[src/rtl/instr_encoder.sv]
// RV32I field-bundle to instruction-word encoder with a single-entry valid/ready
// output stage, byte-address tagging and an illegal-opcode drop counter.
module instr_encoder #(
  parameter int ADDR_W = 32,
  parameter int CNT_W  = 8
) (
  input  logic              clk,
  input  logic              rst_n,
  input  logic              start,
  input  logic [ADDR_W-1:0] base_addr,
  input  logic              in_valid,
  output logic              in_ready,
  input  logic [6:0]        opcode,
  input  logic [4:0]        rd,
  input  logic [4:0]        rs1,
  input  logic [4:0]        rs2,
  input  logic [2:0]        fn3,
  input  logic              fn7_5,
  input  logic [11:0]       imm,
  input  logic [19:0]       imm_uj,
  output logic              out_valid,
  input  logic              out_ready,
  output logic [31:0]       out_instr,
  output logic [ADDR_W-1:0] out_addr,
  output logic [CNT_W-1:0]  illegal_cnt,
  output logic              err
);

  localparam logic [6:0] OP_R     = 7'b0110011;
  localparam logic [6:0] OP_I     = 7'b0010011;
  localparam logic [6:0] OP_LOAD  = 7'b0000011;
  localparam logic [6:0] OP_JALR  = 7'b1100111;
  localparam logic [6:0] OP_STORE = 7'b0100011;
  localparam logic [6:0] OP_B     = 7'b1100011;
  localparam logic [6:0] OP_JAL   = 7'b1101111;
  localparam logic [6:0] OP_LUI   = 7'b0110111;
  localparam logic [6:0] OP_AUIPC = 7'b0010111;

  logic              out_valid_q, out_valid_d;
  logic [31:0]       out_instr_q, out_instr_d;
  logic [ADDR_W-1:0] out_addr_q, out_addr_d;
  logic [ADDR_W-1:0] cnt_q, cnt_d;
  logic [CNT_W-1:0]  ill_q, ill_d;
  logic              err_q, err_d;

  logic        in_fire, out_fire, legal;
  logic [31:0] word;

  assign in_ready = !start && (!out_valid_q || out_ready);
  assign in_fire  = in_valid && in_ready;
  assign out_fire = out_valid_q && out_ready;

  // B/J immediates arrive pre-packed in the decoder's field order, so only a
  // scatter is needed here, no re-shifting of the offset.
  always_comb begin
    word  = '0;
    legal = 1'b1;
    case (opcode)
      OP_R:                     word = {1'b0, fn7_5, 5'b0, rs2, rs1, fn3, rd, opcode};
      OP_I, OP_LOAD, OP_JALR:   word = {imm, rs1, fn3, rd, opcode};
      OP_STORE:                 word = {imm[11:5], rs2, rs1, fn3, imm[4:0], opcode};
      OP_B:                     word = {imm[11], imm[9:4], rs2, rs1, fn3, imm[3:0], imm[10], opcode};
      OP_JAL:                   word = {imm_uj[19], imm_uj[9:0], imm_uj[10], imm_uj[18:11], rd, opcode};
      OP_LUI, OP_AUIPC:         word = {imm_uj, rd, opcode};
      default:                  legal = 1'b0;
    endcase
  end

  always_comb begin
    out_valid_d = out_valid_q;
    out_instr_d = out_instr_q;
    out_addr_d  = out_addr_q;
    cnt_d       = cnt_q;
    ill_d       = ill_q;
    err_d       = err_q;
    if (start) cnt_d = base_addr;
    if (in_fire && legal) begin
      out_valid_d = 1'b1;
      out_instr_d = word;
      out_addr_d  = cnt_q;
      cnt_d       = cnt_q + ADDR_W'(4);
    end else if (out_fire) begin
      out_valid_d = 1'b0;
    end
    if (in_fire && !legal) begin
      if (ill_q != {CNT_W{1'b1}}) ill_d = ill_q + CNT_W'(1);
      err_d = 1'b1;
    end
  end

  always_ff @(posedge clk or negedge rst_n) begin
    if (!rst_n) begin
      out_valid_q <= 1'b0;
      out_instr_q <= '0;
      out_addr_q  <= '0;
      cnt_q       <= '0;
      ill_q       <= '0;
      err_q       <= 1'b0;
    end else begin
      out_valid_q <= out_valid_d;
      out_instr_q <= out_instr_d;
      out_addr_q  <= out_addr_d;
      cnt_q       <= cnt_d;
      ill_q       <= ill_d;
      err_q       <= err_d;
    end
  end

  assign out_valid   = out_valid_q;
  assign out_instr   = out_instr_q;
  assign out_addr    = out_addr_q;
  assign illegal_cnt = ill_q;
  assign err         = err_q;

endmodule

[config.mk]
export PLATFORM = sky130hd
export DESIGN_NAME = instr_encoder
export DESIGN_NICKNAME = d
export VERILOG_FILES = /design/src/rtl/instr_encoder.sv
export SDC_FILE = /design/constraint.sdc
export NUM_CORES = 1
export LEC_CHECK = 0
export ABC_CLOCK_PERIOD_IN_PS = 2300
export BUFFER_PORTS_ARGS = -buffer_cell sky130_fd_sc_hd__buf_4
export CORE_MARGIN = 10
export CORE_UTILIZATION = 30
export CTS_BUF_LIST = sky130_fd_sc_hd__clkbuf_8
export DETAILED_ROUTE_END_ITERATION = 10
export MAX_ROUTING_LAYER = met4
export SLEW_MARGIN = 15
export SYNTH_ARGS = -nofsm -noshare
export SYNTH_HDL_FRONTEND = slang
export SYNTH_SLANG_ARGS = --single-unit
[constraint.sdc]
create_clock -name clk -period 2.3 [get_ports clk]
set_clock_uncertainty 0.05 [all_clocks]
set_input_delay 0 -clock clk [delete_from_list [all_inputs] [get_ports clk]]
set_output_delay 0 -clock clk [all_outputs]
set_load 0.01 [all_outputs]
==> flow_metrics.tcl, run 1 <==
set metrics [dict create \
    syn_nets 700 \
    cp_data_required_time_ns 2.57 \
    netlist_area_um2 5610 \
    grt_usage_pct 16.4 \
    io_pins 170 \
    finalHoldWorstSlack_ns -0.00709 \
    final_nets 959 \
    rows 49 \
    crit_path_max_fanout 9 \
    die_area_um2 24600 \
    synth_cells 603 \
    start_util_pct 30.9 \
    slew_violations 0 \
    drt_iter0_drc 351 \
    drv_cap 0 \
    area_delta_synth_final_pct 48.8 \
    ys_warn_count 0 \
    cts_num_sinks 106 \
    firstDrtPassIters 8 \
    setup_violations 0 \
    core_um2 18100 \
    ys_types 71 \
    async_flop_share_pct 100 \
    clk_pin_slew_ns 0.12 \
    antenna_found_initial 1 \
    leakagePower_nw 3.72 \
    seq_area_um2 2650 \
    cts_max_level 3 \
    cts_buffers 9 \
    wirelength_mm 20.0 \
    post-dp-hpwl_mm 13.6 \
    numPortBuffers 169 \
    violations "hold timing" \
    fill_cells 1738 \
    hp-class "in -> reg" \
    yosysSeqAreaShare_pct 47.3 \
    max_slew.worst_pin.slew_ns 0.577 \
    overflow 0 \
    cts_tree "yes" \
    dieHeight_um 157 \
    period_needed_ns 2.12 \
    routedWlPerCell_um 18.2 \
    first_global_vias 5746 \
    synth_edf_count 0 \
    route.antenna.remaining_nets 0 \
    r2r_slack_ns 0.19 \
    die_x_um 157 \
    cts_buffer_depth 2 \
    synth_top_flop_cell "dfrtp_1" \
    gp_congestion 0.817 \
    vdd_drop_max_mv 0.323 \
    grt_max_degree 77 \
    route.detailed.drc 0 \
    power-per-cell-area_nw_per_um2 662 \
    cp-end-kind "flip-flop" \
    ys_seq_elements 106 \
    rsz0062_at_grt "false" \
    insertion_delay_ns 0.39 \
    fin_crit_sh_pct 92.2 \
    startpoint_type "input pin" \
    vias 5684 \
    finalSetupTns_ns 0 \
    fmaxAchievable_mhz 471 \
    drive_gt1_share_pct 27.9 \
    avgSynthCellArea_um2 9.30 \
    maxSlewHeadroom_pct 61.5 \
    multiInputGateArea_um2 2740 \
    hold_viol 1 \
    viasPerCell 5.18 \
    clockRootBuffer "clkbuf_8" \
    instances_no_fill 1097 \
    dp.cells 985 \
    run_status "finished, violations left" \
    grt_pass1_wl_mm 31.4 \
    cp.arrival_ns 2.39 \
    worst-setup-path-type "in -> reg" \
]
-- layout by cell type, fill, tap and decap left out, types with 5 or more instances in the layout --
cell           count
nand2b_1          10
buf_4            182
dfrtp_1          106
a222oi_1          10
nand2_1          141
nor2_1            54
nor4_1             7
a21oi_1           29
nand4_1           13
a22oi_1            9
a31oi_1           11
and3_1             5
mux2_2            10
a221oi_1           6
clkbuf_8          12
nor3_1            10
nand3_1           19
a211oi_1           5
dlygate4sd3_1     95
mux2i_1            5
o21ai_0           16
xor2_1             6
o31ai_1            5
inv_1             12
-- area by class of cell --
| type | count | area share [%] |
|---|---|---|
| antenna | 1 | 0.0300 |
| clock buffer | 12 | 1.98 |
| clock inverter | 4 | 0.675 |
| inverter | 12 | 0.540 |
| multi-input combinational | 452 | 32.8 |
| sequential | 106 | 31.8 |
| tap | 229 | 3.43 |
| timing repair buffer | 281 | 28.7 |
-- what timing repair did --
item	4_1_cts	5_1_grt
setup endpoints to repair	0	8
endpoints found under the hold margin	168	0
gates resized for setup	0	2
buffers inserted	0	0
hold buffers	95	0
-- report_power, final --
group | switching [W] | internal [W]
Combinational | 0.000788 | 0.000873
Sequential | 0.000307 | 0.00224
Clock | 0.000710 | 0.000604
Total | 0.00181 | 0.00372
-- per-stage QoR --
step / cell area, um^2 / util, % / power [W] / setup WS, ns
after global placement: 7160 / 39.4 / 0.00413 / 0.279
final: 8340 / 46.0 / 0.00553 / 0.179
after floorplan: 5610 / - / 0.00321 / 0.483
after CTS: 8330 / 45.9 / 0.00558 / 0.0217
after detailed placement: 7160 / 39.4 / 0.00414 / 0.226
after global routing: 8340 / 46.0 / 0.00588 / 0.0492
-- Yosys cell counts (10+ instances only) --
cell,number,share of area (%)
nand3_1,20,1.8
mux2_2,10,2.0
nor3_1,11,0.98
nor2_1,54,3.6
clkbuf_1,10,0.67
a31oi_1,11,1.2
dfrtp_1,106,47
o21ai_0,16,1.4
inv_1,12,0.80
nand4_1,13,1.5
a222oi_1,10,1.8
buf_2,14,1.2
nand2b_1,10,1.1
nand2_1,141,9.4
a21oi_1,29,2.6
-- worst paths after layout --
kind                           start  depth (start not counted)             to
hold / removal             opcode[1]                          3   out_instr[4]
setup reg to reg           out_valid                          5      cnt_q[12]
setup / recovery           opcode[3]                          9  out_instr[19]
hold reg to reg             cnt_q[0]                          2    out_addr[0]
max in group asynchronous      rst_n                          3   out_instr[3]
min in group asynchronous      rst_n                          2       cnt_q[9]
-- cells by family after synthesis --
group                      share of synthesized area, %
xor gates and xnor gates                           1.56
adders and majority gates                         0.446
AOI/OAI and AO/OA                                  17.5
buffers and inverters                              4.26
muxes                                              3.10
DFF                                                47.3
and+or+nand+nor                                    25.8
-- state kept, by name (all words and copies together) (netlist names) --
name / flops
out_addr: 32
out_instr: 32
out_valid: 1
err: 1
cnt_q: 32
illegal_cnt: 8
-- critical path: stages --
cell and delay [ns]:
dlygate4sd3_1 0.55, buf_4 0.17, inv_1 0.20, nand3_2 0.23, nor2_1 0.16, buf_4 0.19, a22oi_1 0.08, dlygate4sd3_1 0.59
a31oi_1 0.21
-- per-layer routing --
metal,routed length (um),up-vias,track usage [%]
met1,8710,2723,21.2
met3,1470,34,4.25
met2,9350,230,24.3
li1,-,2697,-
met5,0,-,-
met4,480,0,5.75
(Power assumes the default switching activity.)
==> run 2: changes to the inputs <==
Settings changed: CORE_UTILIZATION 30 to 35, REMOVE_ABC_BUFFERS set to 1.
==> run 2 against run 1 <==
Net effect: the run now ends clean; sequential share of layout area is 0.23 points higher; largest cell class unchanged; global-route usage is 2.5 points higher; clock power is 15% lower; flip-flop and latch count stayed put; highest routed layer unchanged.
==> flow_metrics.tcl, run 2 (synthesized netlist as in run 1, its figures left out) <==
set metrics [dict create \
    die_area_um2 21500 \
    power-per-cell-area_nw_per_um2 647 \
    max_slew.worst_pin.slew_ns 0.924 \
    cp_data_required_time_ns 2.58 \
    final_nets 961 \
    insertion_delay_ns 0.39 \
    cts_max_level 3 \
    final_common_cell "buf_4" \
    area_delta_synth_final_pct 47.7 \
    fmaxAchievable_mhz 467 \
    viasPerCell 5.22 \
    reg2reg_depth 6 \
    drv_cap 0 \
    dp.cells 971 \
    grt_use_met1_pct 22.5 \
    maxSlewHeadroom_pct 38.2 \
    cts_num_sinks 106 \
    routedWlPerCell_um 18.2 \
    vdd_drop_max_mv 0.382 \
    clk_pin_slew_ns 0.11 \
    crit_path_max_incr_delay_ns 0.41 \
    run_status "complete, no violations" \
    cts_buffers 9 \
    drt_iter0_drc 374 \
    core_um2 15800 \
    post-cts-setup-buffer-count 0 \
    cp-end-kind "flip-flop" \
    route.antenna.remaining_nets 0 \
    grt_pass1_wl_mm 32.3 \
    crit_path_max_fanout 29 \
    hold_viol 0 \
    clockRootBuffer "clkbuf_8" \
    leakagePower_nw 3.69 \
    worst-setup-path-type "reg -> reg" \
    numPortBuffers 169 \
    r2r_start "out_valid" \
    rsz0062_at_grt "false" \
    grt_usage_pct 18.8 \
    slew_violations 0 \
    rows 46 \
    io_pins 170 \
    drive_gt1_share_pct 27.6 \
    start_util_pct 35.6 \
    top_usage_layer "met2" \
    overflow 0 \
    firstDrtPassIters 6 \
    hold_path_end "out_instr[6]" \
    hp-class "in -> reg" \
    cts_buffer_depth 2 \
    route.detailed.drc 0 \
    post-dp-hpwl_mm 13.8 \
    dieHeight_um 147 \
    die_x_um 147 \
    r2r-end "cnt_q[14]" \
    antenna_found_initial 0 \
    period_needed_ns 2.14 \
    fin_crit_sh_pct 93.0 \
    cts_tree "yes" \
    startpoint_type "flip-flop" \
    worstPathCellList "nor2b_1 > nor4_1 > a21bo_4 > buf_4 > or3_1 > nand3_1" \
    hold_depth 3 \
    cp.arrival_ns 2.42 \
    setup_violations 0 \
    grt_max_degree 55 \
    vias 5661 \
    diodes 0 \
    first_global_vias 6070 \
    r2r_slack_ns 0.16 \
    power_w 0.00536 \
    grt_use_met2_pct 29.9 \
    layout_common_cells "buf_4 (182), nand2_1 (141), dfrtp_1 (106)" \
    instances_no_fill 1085 \
    hold_start "opcode[4]" \
    gp_congestion 0.874 \
    wirelength_mm 19.8 \
    grtUsageMet3_pct 5.04 \
    critical_path.slowest_cell "a21bo_4" \
]
-- run 2: how the worst max path moves through the flow --
stage                          from            end  cells past startpoint
after detailed placement  out_valid      cnt_q[14]                      6
final                     out_valid      cnt_q[14]                      6
after global routing      opcode[2]  out_instr[30]                      8
after CTS                 opcode[0]  out_instr[31]                      8
after global placement    out_valid      cnt_q[14]                      6
after floorplan           out_valid      cnt_q[13]                      5
-- run 2: through the flow --
stage / util, % / hold slack (ns) / TNS [ns] / setup WS (ns) / instance area (um^2)
floorplan: - / -0.346 / -3.13 / -0.289 / 5410
global placement: 45.2 / -0.146 / 0 / 0.246 / 7120
detailed placement: 45.2 / -0.141 / 0 / 0.212 / 7120
CTS: 52.5 / 0.0226 / 0 / 0.0730 / 8280
global route: 52.5 / 0.0360 / 0 / 0.000580 / 8280
finish: 52.5 / 0.0429 / 0 / 0.160 / 8280
-- run 2: power by group --
group	internal [W]	switching, W	leakage (nW)
clock network	0.000424	0.000691	0.0882
registers	0.00224	0.000318	1.31
logic	0.000878	0.000802	2.29
total	0.00355	0.00181	3.69
-- run 2: timing repair --
action,CTS,global route
gates resized for setup,0,1
setup endpoints to repair,0,10
hold endpoints to repair,168,0
hold buffers,98,0
-- run 2: area by class of cell --
class,count,area (um^2)
fill,1431,7490
multi-input combinational,452,2730
sequential,106,2650
timing repair buffer,283,2410
tap,216,270
clock buffer,10,138
inverter,12,45.0
clock inverter,6,42.5
-- run 2: routing by layer --
layer,share of wire (%),routed length (um)
met4,2.5,490
met3,6.9,1370
met2,48,9450
met1,43,8480
met5,0,0
-- run 2: critical path, delay by kind of cell (launching register included) --
family / cells / cell delay [ns]
AO/OA/AOI/OAI: 1 / 0.41
buffers and inverters: 1 / 0.25
flip-flops: 1 / 0.39
AND/OR/NAND/NOR: 4 / 0.97
